File: src/rtl/sonar_pkg.sv
// Shared constants, state encoding and the timebase helper for the ultrasonic ranger.
package sonar_pkg;

  localparam int unsigned DIST_W = 16;

  typedef logic [2:0] state_t;

  localparam state_t ST_IDLE      = 3'd0;
  localparam state_t ST_TRIG      = 3'd1;
  localparam state_t ST_WAIT_RISE = 3'd2;
  localparam state_t ST_MEASURE   = 3'd3;
  localparam state_t ST_HOLD      = 3'd4;

  // Clocks per microsecond tick.
  function automatic int unsigned presc_count(input int unsigned clk_hz);
    return clk_hz / 1_000_000;
  endfunction

endpackage

File: src/rtl/sonar_echo_sync.sv
// Two-flop synchronizer for the echo pin followed by a registered edge detector.
module sonar_echo_sync (
  input  logic clk,
  input  logic rst,
  input  logic ech,
  output logic rise_c,
  output logic fall_c
);

  logic meta_q, meta_d;
  logic sync_q, sync_d;
  logic prev_q, prev_d;

  always_comb begin
    meta_d = ech;
    sync_d = meta_q;
    prev_d = sync_q;
  end

  always_ff @(posedge clk or negedge rst) begin
    if (!rst) begin
      meta_q <= 1'b0;
      sync_q <= 1'b0;
      prev_q <= 1'b0;
    end else begin
      meta_q <= meta_d;
      sync_q <= sync_d;
      prev_q <= prev_d;
    end
  end

  assign rise_c = sync_q & ~prev_q;
  assign fall_c = ~sync_q & prev_q;

endmodule

File: src/rtl/sonar_ranger.sv
// HC-SR04 style ranger: periodic trigger, echo width timing in us, conversion to cm.
module sonar_ranger
  import sonar_pkg::*;
#(
  parameter int unsigned clk_freq   = 100_000_000,
  parameter int unsigned TRIG_US    = 10,
  parameter int unsigned PERIOD_US  = 60_000,
  parameter int unsigned TIMEOUT_US = 38_000,
  parameter int unsigned CM_DIV     = 58
) (
  input  logic              clk,
  input  logic              rst,
  input  logic              ech,
  output logic              trig,
  output logic [DIST_W-1:0] distance_cm,
  output logic              valid,
  output logic              timeout,
  output logic              busy
);

  localparam int unsigned PRESC   = presc_count(clk_freq);
  localparam int unsigned PRESC_W = (PRESC > 1) ? $clog2(PRESC) : 1;
  localparam int unsigned SUB_W   = (CM_DIV > 1) ? $clog2(CM_DIV) : 1;
  // Wide enough for the longest possible cycle (trigger + two full timeouts).
  localparam int unsigned CNT_W   = $clog2(PERIOD_US + TRIG_US + 2 * TIMEOUT_US + 1);

  state_t              state_q, state_d;
  logic [PRESC_W-1:0]  presc_q, presc_d;
  logic [CNT_W-1:0]    tmr_q, tmr_d;
  logic [CNT_W-1:0]    per_q, per_d;
  logic [SUB_W-1:0]    sub_q, sub_d;
  logic [DIST_W-1:0]   cm_q, cm_d;
  logic [DIST_W-1:0]   dist_q, dist_d;
  logic                trig_q, trig_d;
  logic                valid_q, valid_d;
  logic                timeout_q, timeout_d;
  logic                busy_q, busy_d;

  logic                us_tick_c;
  logic                rise_c, fall_c;
  logic [SUB_W-1:0]    sub_inc_c;
  logic [DIST_W-1:0]   cm_inc_c;

  sonar_echo_sync u_echo_sync (
    .clk    (clk),
    .rst    (rst),
    .ech    (ech),
    .rise_c (rise_c),
    .fall_c (fall_c)
  );

  assign us_tick_c = (presc_q == PRESC_W'(PRESC - 1));

  // cm counter value including the current cycle's tick, saturating.
  always_comb begin
    sub_inc_c = sub_q;
    cm_inc_c  = cm_q;
    if (us_tick_c) begin
      if (sub_q == SUB_W'(CM_DIV - 1)) begin
        sub_inc_c = '0;
        if (cm_q != '1) cm_inc_c = cm_q + DIST_W'(1);
      end else begin
        sub_inc_c = sub_q + SUB_W'(1);
      end
    end
  end

  always_comb begin
    state_d   = state_q;
    presc_d   = presc_q;
    tmr_d     = tmr_q;
    per_d     = per_q;
    sub_d     = sub_q;
    cm_d      = cm_q;
    dist_d    = dist_q;
    valid_d   = 1'b0;
    timeout_d = 1'b0;

    // Prescaler held at zero in IDLE so the first trigger is exactly TRIG_US ticks.
    if (state_q == ST_IDLE || us_tick_c) presc_d = '0;
    else                                 presc_d = presc_q + PRESC_W'(1);

    if (us_tick_c && per_q != '1) per_d = per_q + CNT_W'(1);

    case (state_q)
      ST_IDLE: begin
        state_d = ST_TRIG;
        tmr_d   = '0;
        per_d   = '0;
        sub_d   = '0;
        cm_d    = '0;
      end
      ST_TRIG: begin
        if (us_tick_c) begin
          if (tmr_q == CNT_W'(TRIG_US - 1)) begin
            state_d = ST_WAIT_RISE;
            tmr_d   = '0;
          end else begin
            tmr_d = tmr_q + CNT_W'(1);
          end
        end
      end
      ST_WAIT_RISE: begin
        if (rise_c) begin
          state_d = ST_MEASURE;
          tmr_d   = '0;
          sub_d   = '0;
          cm_d    = '0;
        end else if (us_tick_c) begin
          if (tmr_q == CNT_W'(TIMEOUT_US - 1)) begin
            state_d   = ST_HOLD;
            timeout_d = 1'b1;
          end else begin
            tmr_d = tmr_q + CNT_W'(1);
          end
        end
      end
      ST_MEASURE: begin
        sub_d = sub_inc_c;
        cm_d  = cm_inc_c;
        // A fall wins over a coincident timeout so valid and timeout never overlap.
        if (fall_c) begin
          dist_d  = cm_inc_c;
          valid_d = 1'b1;
          state_d = ST_HOLD;
        end else if (us_tick_c) begin
          if (tmr_q == CNT_W'(TIMEOUT_US - 1)) begin
            state_d   = ST_HOLD;
            timeout_d = 1'b1;
          end else begin
            tmr_d = tmr_q + CNT_W'(1);
          end
        end
      end
      ST_HOLD: begin
        if (us_tick_c && per_q >= CNT_W'(PERIOD_US - 1)) begin
          state_d = ST_TRIG;
          tmr_d   = '0;
          per_d   = '0;
        end
      end
      default: state_d = ST_IDLE;
    endcase

    trig_d = (state_d == ST_TRIG);
    busy_d = (state_d != ST_IDLE);
  end

  always_ff @(posedge clk or negedge rst) begin
    if (!rst) begin
      state_q   <= ST_IDLE;
      presc_q   <= '0;
      tmr_q     <= '0;
      per_q     <= '0;
      sub_q     <= '0;
      cm_q      <= '0;
      dist_q    <= '0;
      trig_q    <= 1'b0;
      valid_q   <= 1'b0;
      timeout_q <= 1'b0;
      busy_q    <= 1'b0;
    end else begin
      state_q   <= state_d;
      presc_q   <= presc_d;
      tmr_q     <= tmr_d;
      per_q     <= per_d;
      sub_q     <= sub_d;
      cm_q      <= cm_d;
      dist_q    <= dist_d;
      trig_q    <= trig_d;
      valid_q   <= valid_d;
      timeout_q <= timeout_d;
      busy_q    <= busy_d;
    end
  end

  assign trig        = trig_q;
  assign distance_cm = dist_q;
  assign valid       = valid_q;
  assign timeout     = timeout_q;
  assign busy        = busy_q;

endmodule

File: config.mk
export PLATFORM = sky130hd
export DESIGN_NAME = sonar_ranger
export DESIGN_NICKNAME = d
export VERILOG_FILES = /design/src/rtl/sonar_pkg.sv /design/src/rtl/sonar_echo_sync.sv /design/src/rtl/sonar_ranger.sv
export SDC_FILE = /design/constraint.sdc
export NUM_CORES = 1
export LEC_CHECK = 0
export ABC_AREA = 1
export BUFFER_PORTS_ARGS = -buffer_cell sky130_fd_sc_hd__buf_2
export CAP_MARGIN = 20
export CORE_ASPECT_RATIO = 1.75
export CORE_MARGIN = 5
export CORE_UTILIZATION = 40
export DETAILED_ROUTE_END_ITERATION = 8
export PLACE_DENSITY = 0.63
export SLEW_MARGIN = 40
export SYNTH_ARGS = -nofsm -noshare
export SYNTH_HDL_FRONTEND = slang
export SYNTH_SLANG_ARGS = --single-unit
File: constraint.sdc
create_clock -name clk -period 1.8 [get_ports clk]
set_clock_uncertainty 0.05 [all_clocks]
set_input_delay 0.45 -clock clk [delete_from_list [all_inputs] [get_ports clk]]
set_output_delay 0.45 -clock clk [all_outputs]
set_load 0.02 [all_outputs]
==> summary.md, run 1 <==
| Metric | Value |
|---|---|
| Die X | `101 µm` |
| End-of-flow core utilization | `0.537` |
| Register area share after synthesis | `0.392` |
| Cell row count | `58` |
| Die Ht | `169 µm` |
| Synth warnings | `0` |
| Worst setup margin | `0.0441 ns` |
| Core area | `14300 µm²` |
| Most common cell after layout, fill and taps aside | `nand2_1` |
| Initial antenna violation count | `0` |
| Total die area | `17100 µm²` |
| Post-Syn Nets | `891` |
| All-Layer GR Usage | `0.194` |
| DRT Wirelength | `16.4 mm` |
| Final non-filler cell total | `1195` |
| Initial drt markers | `353` |
| Vias in the first global route | `5746` |
| Max Slew Vio Count | `0` |
| RSZ-0062 raised after global routing | `true` |
| Status | `complete, no violations` |
| #FFs+latches synth | `91` |
| Max VDD drop | `0.372 mV` |
| FILL cells | `1396` |
| Ys flop type | `dfrtp_1` |
| Drt first pass iters | `5` |
| Worst hold path class | `input port to asynchronous set/reset pin` |
| Distinct cells, synth | `40` |
| Via count | `6043` |
| Post-DRT Antenna Nets | `0` |
| GPL Wtd Cong | `0.892` |
| Hold Vio Cnt, Final | `0` |
| CTS Buf Count | `9` |
| Largest net degree at the start of global routing | `92` |
| Share of cells above drive strength 1 | `0.237` |
| PD cells | `544 nW/µm²` |
| Clock Tree Root | `clkbuf_16` |
| Leakage | `0.00405 µW` |
| Worst skew pair latency | `0.35 ns` |
| Critical path launch point type | `flop` |
| Data arrival, critical path | `1.98 ns` |
| Fmax | `570 MHz` |
| Critical path class | `flop to flop` |
| Vias per Instance | `5.06` |
| Worst EP required | `2.03 ns` |
| Port bufs | `22` |
| Placed insts | `1153` |
| Post-synthesis area per instance | `6.60 µm²` |
| Worst Setup End Kind | `flop` |
| I/O Pins | `23` |
| Ant. Diodes | `0` |
| Place WS | `-0.151 ns` |
| Finished Cell Area | `7670 µm²` |
| CTS tree | `built` |
| Final worst-path cycle share | `0.975` |
| Most frequent cells in the layout | `nand2_1, buf_4, inv_1` |
| Asr flop ratio synth | `1.00` |
| Tmin final | `1.76 ns` |
| Register area | `2280 µm²` |
| Crit Path Max Fanout | `8` |
| Syn-to-layout area delta | `32.0%` |
| Clock tree sinks | `91` |
| Nets | `1020` |
| Total grt overflow | `0` |
| DR DRC count | `0` |
| EDFF count, synth | `0` |
| Area post-placement | `6740 µm²` |
| Area share of the largest cell type after synthesis | `0.392` |
| Final HPWL DP | `11.5 mm` |
| Initial Util | `0.406` |
| Area contributors post-synth | `dfrtp_1, nand2_1, nand3_1, nor2_1, inv_1` |
| Worst Tran Pin Value | `0.562 ns` |
| Final setup fails | `0` |
| Worst-path clk slew | `0.07 ns` |
| MaxCap Viol Count | `0` |
| Clock buffer depth | `2` |
| Mapped Area | `5810 µm²` |
| Multi-input logic area | `3420 µm²` |
| Post-synth top area cell | `dfrtp_1` |
| Post-Syn Instances | `881` |
| Routed len/inst | `13.7 µm` |
| First-pass GRT wire length | `26.7 mm` |
| Rel. slew slack | `0.625` |
| Htree depth | `3` |
path summary, 6_finish.rpt:
| check | from | endpoint | slack (ns) | cells past startpoint |
|---|---|---|---|---|
| setup / recovery | per_q[1]$_DFF_PN0_ | per_q[17]$_DFF_PN0_ | 0.04 | 12 |
| hold / removal | rst | u_echo_sync.prev_d$_DFF_PN0_ | 0.04 | 2 |
| setup reg to reg | per_q[1]$_DFF_PN0_ | per_q[17]$_DFF_PN0_ | 0.04 | 12 |
| hold reg to reg | u_echo_sync.meta_q$_DFF_PN0_ | u_echo_sync.prev_d$_DFF_PN0_ | 0.31 | 0 |
| max in group asynchronous | rst | cm_q[1]$_DFFE_PN0P_ | 1.14 | 2 |
| min in group clk | ech | u_echo_sync.meta_q$_DFF_PN0_ | 0.15 | 1 |
kinds of logic (layout without fill, tap and decap cells):
kind of cell | after synthesis | count (layout) | synth area share
simple gates | 608 | 611 | 0.445
buf+inv | 116 | 247 | 0.0812
flops | 91 | 91 | 0.392
compound gates | 40 | 40 | 0.0377
xor+xnor | 18 | 18 | 0.0271
fa+ha+maj | 7 | 7 | 0.0151
mux | 1 | 1 | 0.00172
synthesized netlist by cell type, types with 5 or more instances:
| cell | n |
|---|---|
| a21oi_1 | 11 |
| buf_2 | 8 |
| dfrtp_1 | 91 |
| ha_1 | 7 |
| inv_1 | 94 |
| inv_2 | 5 |
| nand2_1 | 356 |
| nand3_1 | 85 |
| nand4_1 | 28 |
| nor2_1 | 105 |
| nor3_1 | 8 |
| o21ai_0 | 21 |
| xor2_1 | 16 |
where the power goes:
group | internal (µW) | leakage, µW | total, µW | switching, µW
Combinational | 7.75 | 0.00267 | 52.8 | 45.0
Sequential | 2050 | 0.00123 | 2050 | 2.66
Clock | 1220 | 0.000156 | 2070 | 858
flip-flops by register name (all words and copies together) (netlist names):
register,flops
state_q,3
timeout,1
u_echo_sync.meta_q,1
presc_q,7
valid,1
cm_q,16
trig,1
busy,1
tmr_q,18
u_echo_sync.prev_d,1
distance_cm,16
sub_q,6
per_q,18
u_echo_sync.prev_q,1
routing by layer:
metal / global-route usage / wire length (µm) / vias to the layer above
met2: 0.354 / 8780 / 165
met4: 0.103 / 829 / 0
li1: - / - / 3032
met1: 0.212 / 6160 / 2788
met3: 0.0251 / 591 / 58
met5: 0 / 0 / -
metrics by stage:
step / TNS [ns] / hold WS, ns / power [µW]
3_3_place_gp: -1.26 / 0.282 / 2150
2_1_floorplan: 0 / 0.104 / 2090
5_1_grt: -0.611 / 0.133 / 4310
3_5_place_dp: -2.25 / 0.294 / 2150
6_report: 0 / 0.0377 / 4180
4_1_cts: -0.00143 / 0.113 / 4220
final cells by class:
class / instances / share of cell area
Clock buffer: 9 / 0.0294
Clock inverter: 7 / 0.0119
Inverter: 100 / 0.0499
Multi-Input combinational cell: 677 / 0.446
Sequential cell: 91 / 0.298
Tap cell: 180 / 0.0294
Timing Repair Buffer: 131 / 0.136
critical path, stage by stage, from the launching register on:
cell and delay (ns):
dfrtp_1 0.39, ha_2 0.21, nand2_4 0.09, nor2_4 0.05, nand2_2 0.08, nor2_4 0.04, buf_6 0.12, a21oi_4 0.23
buf_12 0.16, nand3_2 0.06, nand2_1 0.07, nand2_1 0.04, nor2_1 0.09
repair_timing:
item                                    CTS  global route
hold buffers                              0             0
endpoints found under the setup margin   47            72
gates cloned                              2             2
pin swaps                                 2            29
setup buffers                             1            21
gates resized for setup                  20            85
Power figures use the tool's default switching activity.
==> run 2, diff against run 1 <==
CTS_BUF_LIST = sky130_fd_sc_hd__clkbuf_8   (was not set)
HOLD_SLACK_MARGIN = 0.1   (was not set)
==> summary.md, run 2 (synthesis results as in run 1) <==
| Metric | Value |
|---|---|
| First-pass GRT wire length | `26.5 mm (-0.77%)` |
| Clock tree sinks | `91 (unchanged)` |
| MaxCap Viol Count | `0 (unchanged)` |
| Worst skew pair latency | `0.38 ns (+0.03 ns)` |
| FF-to-FF setup slack | `0.03 ns (-0.02 ns)` |
| Tmin final | `1.77 ns (+0.0186 ns)` |
| Critical path launch point type | `flop` |
| I/O Pins | `23 (unchanged)` |
| Initial drt markers | `311 (-12%)` |
| Clock buffer depth | `2 (unchanged)` |
| CTS Buf Count | `9 (unchanged)` |
| Crit path top cell by count | `nand2_4` |
| Cell row count | `58 (unchanged)` |
| DRT Wirelength | `16.4 mm (about the same)` |
| Syn-to-layout area delta | `29.8%` |
| Die X | `101 µm (unchanged)` |
| Worst-path clk slew | `0.10 ns (+0.03 ns)` |
| PD cells | `488 nW/µm² (-10%)` |
| Final HPWL DP | `11.5 mm (unchanged)` |
| Initial antenna violation count | `0 (unchanged)` |
| Max incr delay on CP | `0.37 ns (-0.02 ns)` |
| Data arrival, critical path | `1.99 ns (about the same)` |
| Htree depth | `3 (unchanged)` |
| Final setup fails | `0 (unchanged)` |
| Share of cells above drive strength 1 | `0.233 (-0.00424)` |
| Initial Util | `0.406 (unchanged)` |
| DR DRC count | `0 (unchanged)` |
| Most common cell after layout, fill and taps aside | `nand2_1` |
| Die Ht | `169 µm (unchanged)` |
| Max VDD drop | `0.384 mV (+3.2%)` |
| Rel. slew slack | `0.656 (+0.0307)` |
| GPL Wtd Cong | `0.892 (unchanged)` |
| Final worst-path cycle share | `0.986 (+0.0103)` |
| Post-DRT Antenna Nets | `0 (unchanged)` |
| Vias in the first global route | `5747 (+0.017%)` |
| Area post-placement | `6740 µm² (unchanged)` |
| Vias per Instance | `5.00 (-1.1%)` |
| Total grt overflow | `0 (unchanged)` |
| Top flop regs | `per_q x18, tmr_q x18` |
| Clock Tree Root | `clkbuf_8` |
| Worst EP required | `2.01 ns (-0.02 ns)` |
| Crit Path Max Fanout | `5 (-3)` |
| Total die area | `17100 µm² (unchanged)` |
| CP Cell Sequence | `ha_2, nand2_4, nor2_4, nand2_2, nor2_4, nand2_4, nand2_4, buf_6, nand2_1, nand4_1, nand2_1` |
| Fmax | `564 MHz (-1.0%)` |
| Nets | `1017 (-0.29%)` |
| Status | `complete, no violations` |
| Critical path class | `flop to flop` |
| Most frequent cells in the layout | `nand2_1, buf_4, inv_1, nor2_1, dfrtp_1` |
| Ant. Diodes | `0 (unchanged)` |
| Leakage | `0.00399 µW (-1.6%)` |
| Worst hold path class | `input port to flop` |
| Via count | `5962 (-1.3%)` |
| Largest net degree at the start of global routing | `92 (unchanged)` |
| Port bufs | `22 (unchanged)` |
| Routed len/inst | `13.7 µm (+0.20%)` |
| All-Layer GR Usage | `0.193 (-0.000860)` |
| Core area | `14300 µm² (unchanged)` |
| Finished Cell Area | `7540 µm² (-1.7%)` |
| Max Slew Vio Count | `0 (unchanged)` |
| CP max-delay cell | `dfrtp_1` |
| Worst Tran Pin Value | `0.516 ns (-0.0461 ns)` |
| Drt first pass iters | `5 (unchanged)` |
| Worst Setup End Kind | `flop` |
| CTS tree | `built` |
| RSZ-0062 raised after global routing | `true` |
| Hold Vio Cnt, Final | `0 (unchanged)` |
| End-of-flow core utilization | `0.527 (-0.00919)` |
==> run 2: critical path: cells and delay by family (launching register included) <==
| family | cells | cell delay, ns |
|---|---|---|
| simple gates | 9 | 0.92 |
| flops | 1 | 0.37 |
| buf+inv | 1 | 0.12 |
| fa+ha+maj | 1 | 0.21 |
==> run 2: final timing paths <==
path,startpoint,end,cells after the start
min in group asynchronous,rst,u_echo_sync.prev_d$_DFF_PN0_,3
worst min register to register,u_echo_sync.meta_q$_DFF_PN0_,u_echo_sync.prev_d$_DFF_PN0_,0
worst min-delay path,ech,u_echo_sync.meta_q$_DFF_PN0_,1
worst max-delay path,per_q[1]$_DFF_PN0_,per_q[6]$_DFF_PN0_,11
worst max register to register,per_q[1]$_DFF_PN0_,per_q[6]$_DFF_PN0_,11
max in group asynchronous,rst,cm_q[2]$_DFFE_PN0P_,3
==> run 2: what timing repair did <==
item / CTS / global route
setup endpoints to repair: 48 / 72
gates cloned: 2 / 1
resized for setup: 21 / 85
pin swaps: 2 / 27
buffers inserted: 1 / 18
hold buffers: 1 / 0
hold endpoints to repair: 31 / 0
==> run 2: per-stage QoR <==
stage | worst slack, ns | power [µW] | std cells | hold WS, ns | TNS, ns
after floorplan | 0.0665 | 2090 | 881 | 0.104 | 0
after global placement | -0.141 | 2150 | 1153 | 0.282 | -1.26
after detailed placement | -0.151 | 2150 | 1153 | 0.294 | -2.25
after CTS | -0.00189 | 3730 | 1173 | 0.115 | -0.00189
after global routing | -0.0609 | 3810 | 1192 | 0.110 | -1.07
final | 0.0255 | 3680 | 1192 | 0.125 | 0
==> run 2: where the power goes <==
part	internal [µW]	leakage, µW	switching, µW
clock network	780	0.000109	795
logic	9.16	0.00265	45.8
registers	2050	0.00123	2.68
total	2840	0.00399	844
==> run 2: layer usage <==
layer  vias up  GRT usage  part of all wire
li1       3026          -                 -
met1      2772      0.211              0.38
met2       118      0.353              0.55
met3        46     0.0202             0.035
met4         0      0.108             0.043
met5         -          0                 0
==> run 2: final cells by class <==
type	instances	area [µm²]
Sequential cell	91	2290
Inverter	100	383
Timing Repair Buffer	128	1020
Fill cell	1436	6760
Clock inverter	7	91.3
Tap cell	180	225
Multi-Input combinational cell	677	3410
Clock buffer	9	124
==> run 3, diff against run 2 <==
CORE_UTILIZATION = 35   (was 40)
PLACE_DENSITY = 0.57   (was 0.63)
==> summary.md, run 3 (synthesis results as in run 1) <==
| Metric | Value |
|---|---|
| Status | `complete, no violations` |
| Clock buffer depth | `2 (unchanged)` |
| MaxCap Viol Count | `0 (unchanged)` |
| Hold slack | `0.126 ns (+0.000541 ns)` |
| Worst-path clk slew | `0.09 ns (about the same)` |
| CP max-delay cell | `dfrtp_1` |
| DRT Wirelength | `16.8 mm (+2.6%)` |
| Max incr delay on CP | `0.38 ns (about the same)` |
| Routed len/inst | `13.5 µm (-1.7%)` |
| Core area | `16400 µm² (+14%)` |
| Final setup fails | `0 (unchanged)` |
| CTS tree | `built` |
| Via count | `5921 (-0.69%)` |
| Syn-to-layout area delta | `30.5%` |
| Final worst-path cycle share | `0.977 (-0.00867)` |
| Largest net degree at the start of global routing | `92 (unchanged)` |
| Vias per Instance | `4.76 (-4.8%)` |
| Hold Vio Cnt, Final | `0 (unchanged)` |
| Ant. Diodes | `0 (unchanged)` |
| Tmin final | `1.76 ns (-0.0156 ns)` |
| Final HPWL DP | `12.3 mm (+7.6%)` |
| Data arrival, critical path | `2.02 ns (+0.03 ns)` |
| Die Ht | `180 µm (+6.5%)` |
| Rel. slew slack | `0.653 (-0.00326)` |
| Share of cells above drive strength 1 | `0.237 (+0.00405)` |
| Worst skew pair latency | `0.37 ns (about the same)` |
| Nets | `1026 (+0.88%)` |
| Max Slew Vio Count | `0 (unchanged)` |
| Critical path endpoint | `distance_cm[13]$_DFFE_PN0P_` |
| Crit Path Max Fanout | `5 (unchanged)` |
| Cell row count | `62 (+6.9%)` |
| Top flop regs | `per_q x18, tmr_q x18` |
| Max VDD drop | `0.284 mV (-26%)` |
| Most frequent cells in the layout | `nand2_1, buf_4, nor2_1` |
| I/O Pins | `23 (unchanged)` |
| Drt first pass iters | `4 (-1)` |
| Worst r2r dst | `distance_cm[13]$_DFFE_PN0P_` |
| GPL Wtd Cong | `0.900 (+0.85%)` |
| Vias in the first global route | `5790 (+0.75%)` |
| Clock Tree Root | `clkbuf_8` |
| Clock tree sinks | `91 (unchanged)` |
| Die X | `107 µm (+6.2%)` |
| Most common cell after layout, fill and taps aside | `nand2_1` |
| CP Cell Sequence | `ha_2, nand2_2, inv_2, nand2_4, buf_6, nor2_4, buf_12, nand4_1, nand2_1, nand2_1, nand2_1` |
| FILL cells | `1723 (+20%)` |
| FF-to-FF Start | `presc_q[1]$_DFF_PN0_` |
| Htree depth | `3 (unchanged)` |
| Worst-case reg-to-reg path depth | `11 (unchanged)` |
| Hold path startpoint | `ech` |
| PD cells | `449 nW/µm² (-8.1%)` |
| Total grt overflow | `0 (unchanged)` |
| Worst Tran Pin Value | `0.521 ns (+0.00489 ns)` |
| Initial drt markers | `186 (-40%)` |
| Post-DRT Antenna Nets | `0 (unchanged)` |
| CTS Buf Count | `9 (unchanged)` |
| First-pass GRT wire length | `27.3 mm (+2.9%)` |
| Setup crit start | `presc_q[1]$_DFF_PN0_` |
| Critical path class | `flop to flop` |
| Fmax | `569 MHz (+0.89%)` |
| Total die area | `19400 µm² (+13%)` |
| End-of-flow core utilization | `0.463 (-0.0642)` |
| Worst EP required | `2.06 ns (+0.05 ns)` |
| DR DRC count | `0 (unchanged)` |
| RSZ-0062 raised after global routing | `true` |
| FF-to-FF setup slack | `0.04 ns (+0.02 ns)` |
| Worst hold path class | `input port to flop` |
| Leakage | `0.00398 µW (about the same)` |
| Worst Setup End Kind | `flop` |
| All-Layer GR Usage | `0.176 (-0.0171)` |
| Crit path top cell by count | `nand2_1` |
| Critical path launch point type | `flop` |
| Initial Util | `0.355 (-0.0514)` |
| Port bufs | `22 (unchanged)` |
| Initial antenna violation count | `0 (unchanged)` |
run 3: changes by cell type in the layout (fill, tap and decap cells not counted), moves of 3 or more:
cell,delta
nor2_2,+4
nand2_2,+5
nand3_2,-3
nand3_1,+3
nand2_4,-5
buf_4,+7
clkinvlp_4,+3
inv_1,-3
run 3: worst max-delay path: cells and delay by family (launching register included):
kind / cells / cell delay [ns]
buf+inv: 3 / 0.33
fa+ha+maj: 1 / 0.20
flops: 1 / 0.38
simple gates: 7 / 0.74
run 3: worst min path at each step:
stage	slack (ns)	to	cells after the start
floorplan	0.10	busy$_DFF_PN0_	0
global placement	0.30	u_echo_sync.prev_d$_DFF_PN0_	0
detailed placement	0.29	u_echo_sync.prev_d$_DFF_PN0_	0
CTS	0.11	u_echo_sync.meta_q$_DFF_PN0_	1
global route	0.12	u_echo_sync.meta_q$_DFF_PN0_	1
finish	0.13	u_echo_sync.meta_q$_DFF_PN0_	1
run 3: final cells by class:
class                   instances  area [µm²]  area share
clock buffers                  10         138      0.0181
clock inverters                 5        31.3     0.00412
inverters                     100         387      0.0510
multi-input cells             676        3350       0.441
flip-flops and latches         91        2290       0.301
well taps                     224         280      0.0370
repair buffers                138        1120       0.147
run 3: layer usage:
layer | vias up | global-route usage | part of all wire
li1 | 3044 | - | -
met1 | 2747 | 0.182 | 0.38
met2 | 93 | 0.335 | 0.56
met3 | 37 | 0.0222 | 0.021
met4 | 0 | 0.0905 | 0.043
met5 | - | 0 | 0
run 3: repair_timing:
action | in CTS | in global routing
pin swaps | 7 | 28
endpoints found under the setup margin | 28 | 72
hold endpoints to repair | 30 | 0
resized for setup | 18 | 83
buffers inserted | 2 | 16
cloned | 2 | 1
hold buffers | 1 | 0
run 3: metrics by stage:
stage          setup TNS [ns]  power (µW)  cell area [µm²]  std cells  setup slack (ns)
3_3_place_gp          -0.0686        2150             6870       1207           -0.0355
5_1_grt                 -1.01        3540             7580       1244           -0.0801
6_report                    0        3400             7580       1244            0.0411
2_1_floorplan               0        2090             5810        881            0.0665
4_1_cts                     0        3470             7160       1227           0.00146
3_5_place_dp           -0.252        2150             6870       1207           -0.0415
run 3: report_power, final:
part	total [µW]	switching [µW]	internal [µW]
Combinational	55.3	46.1	9.15
Sequential	2050	2.44	2050
Clock	1300	772	526
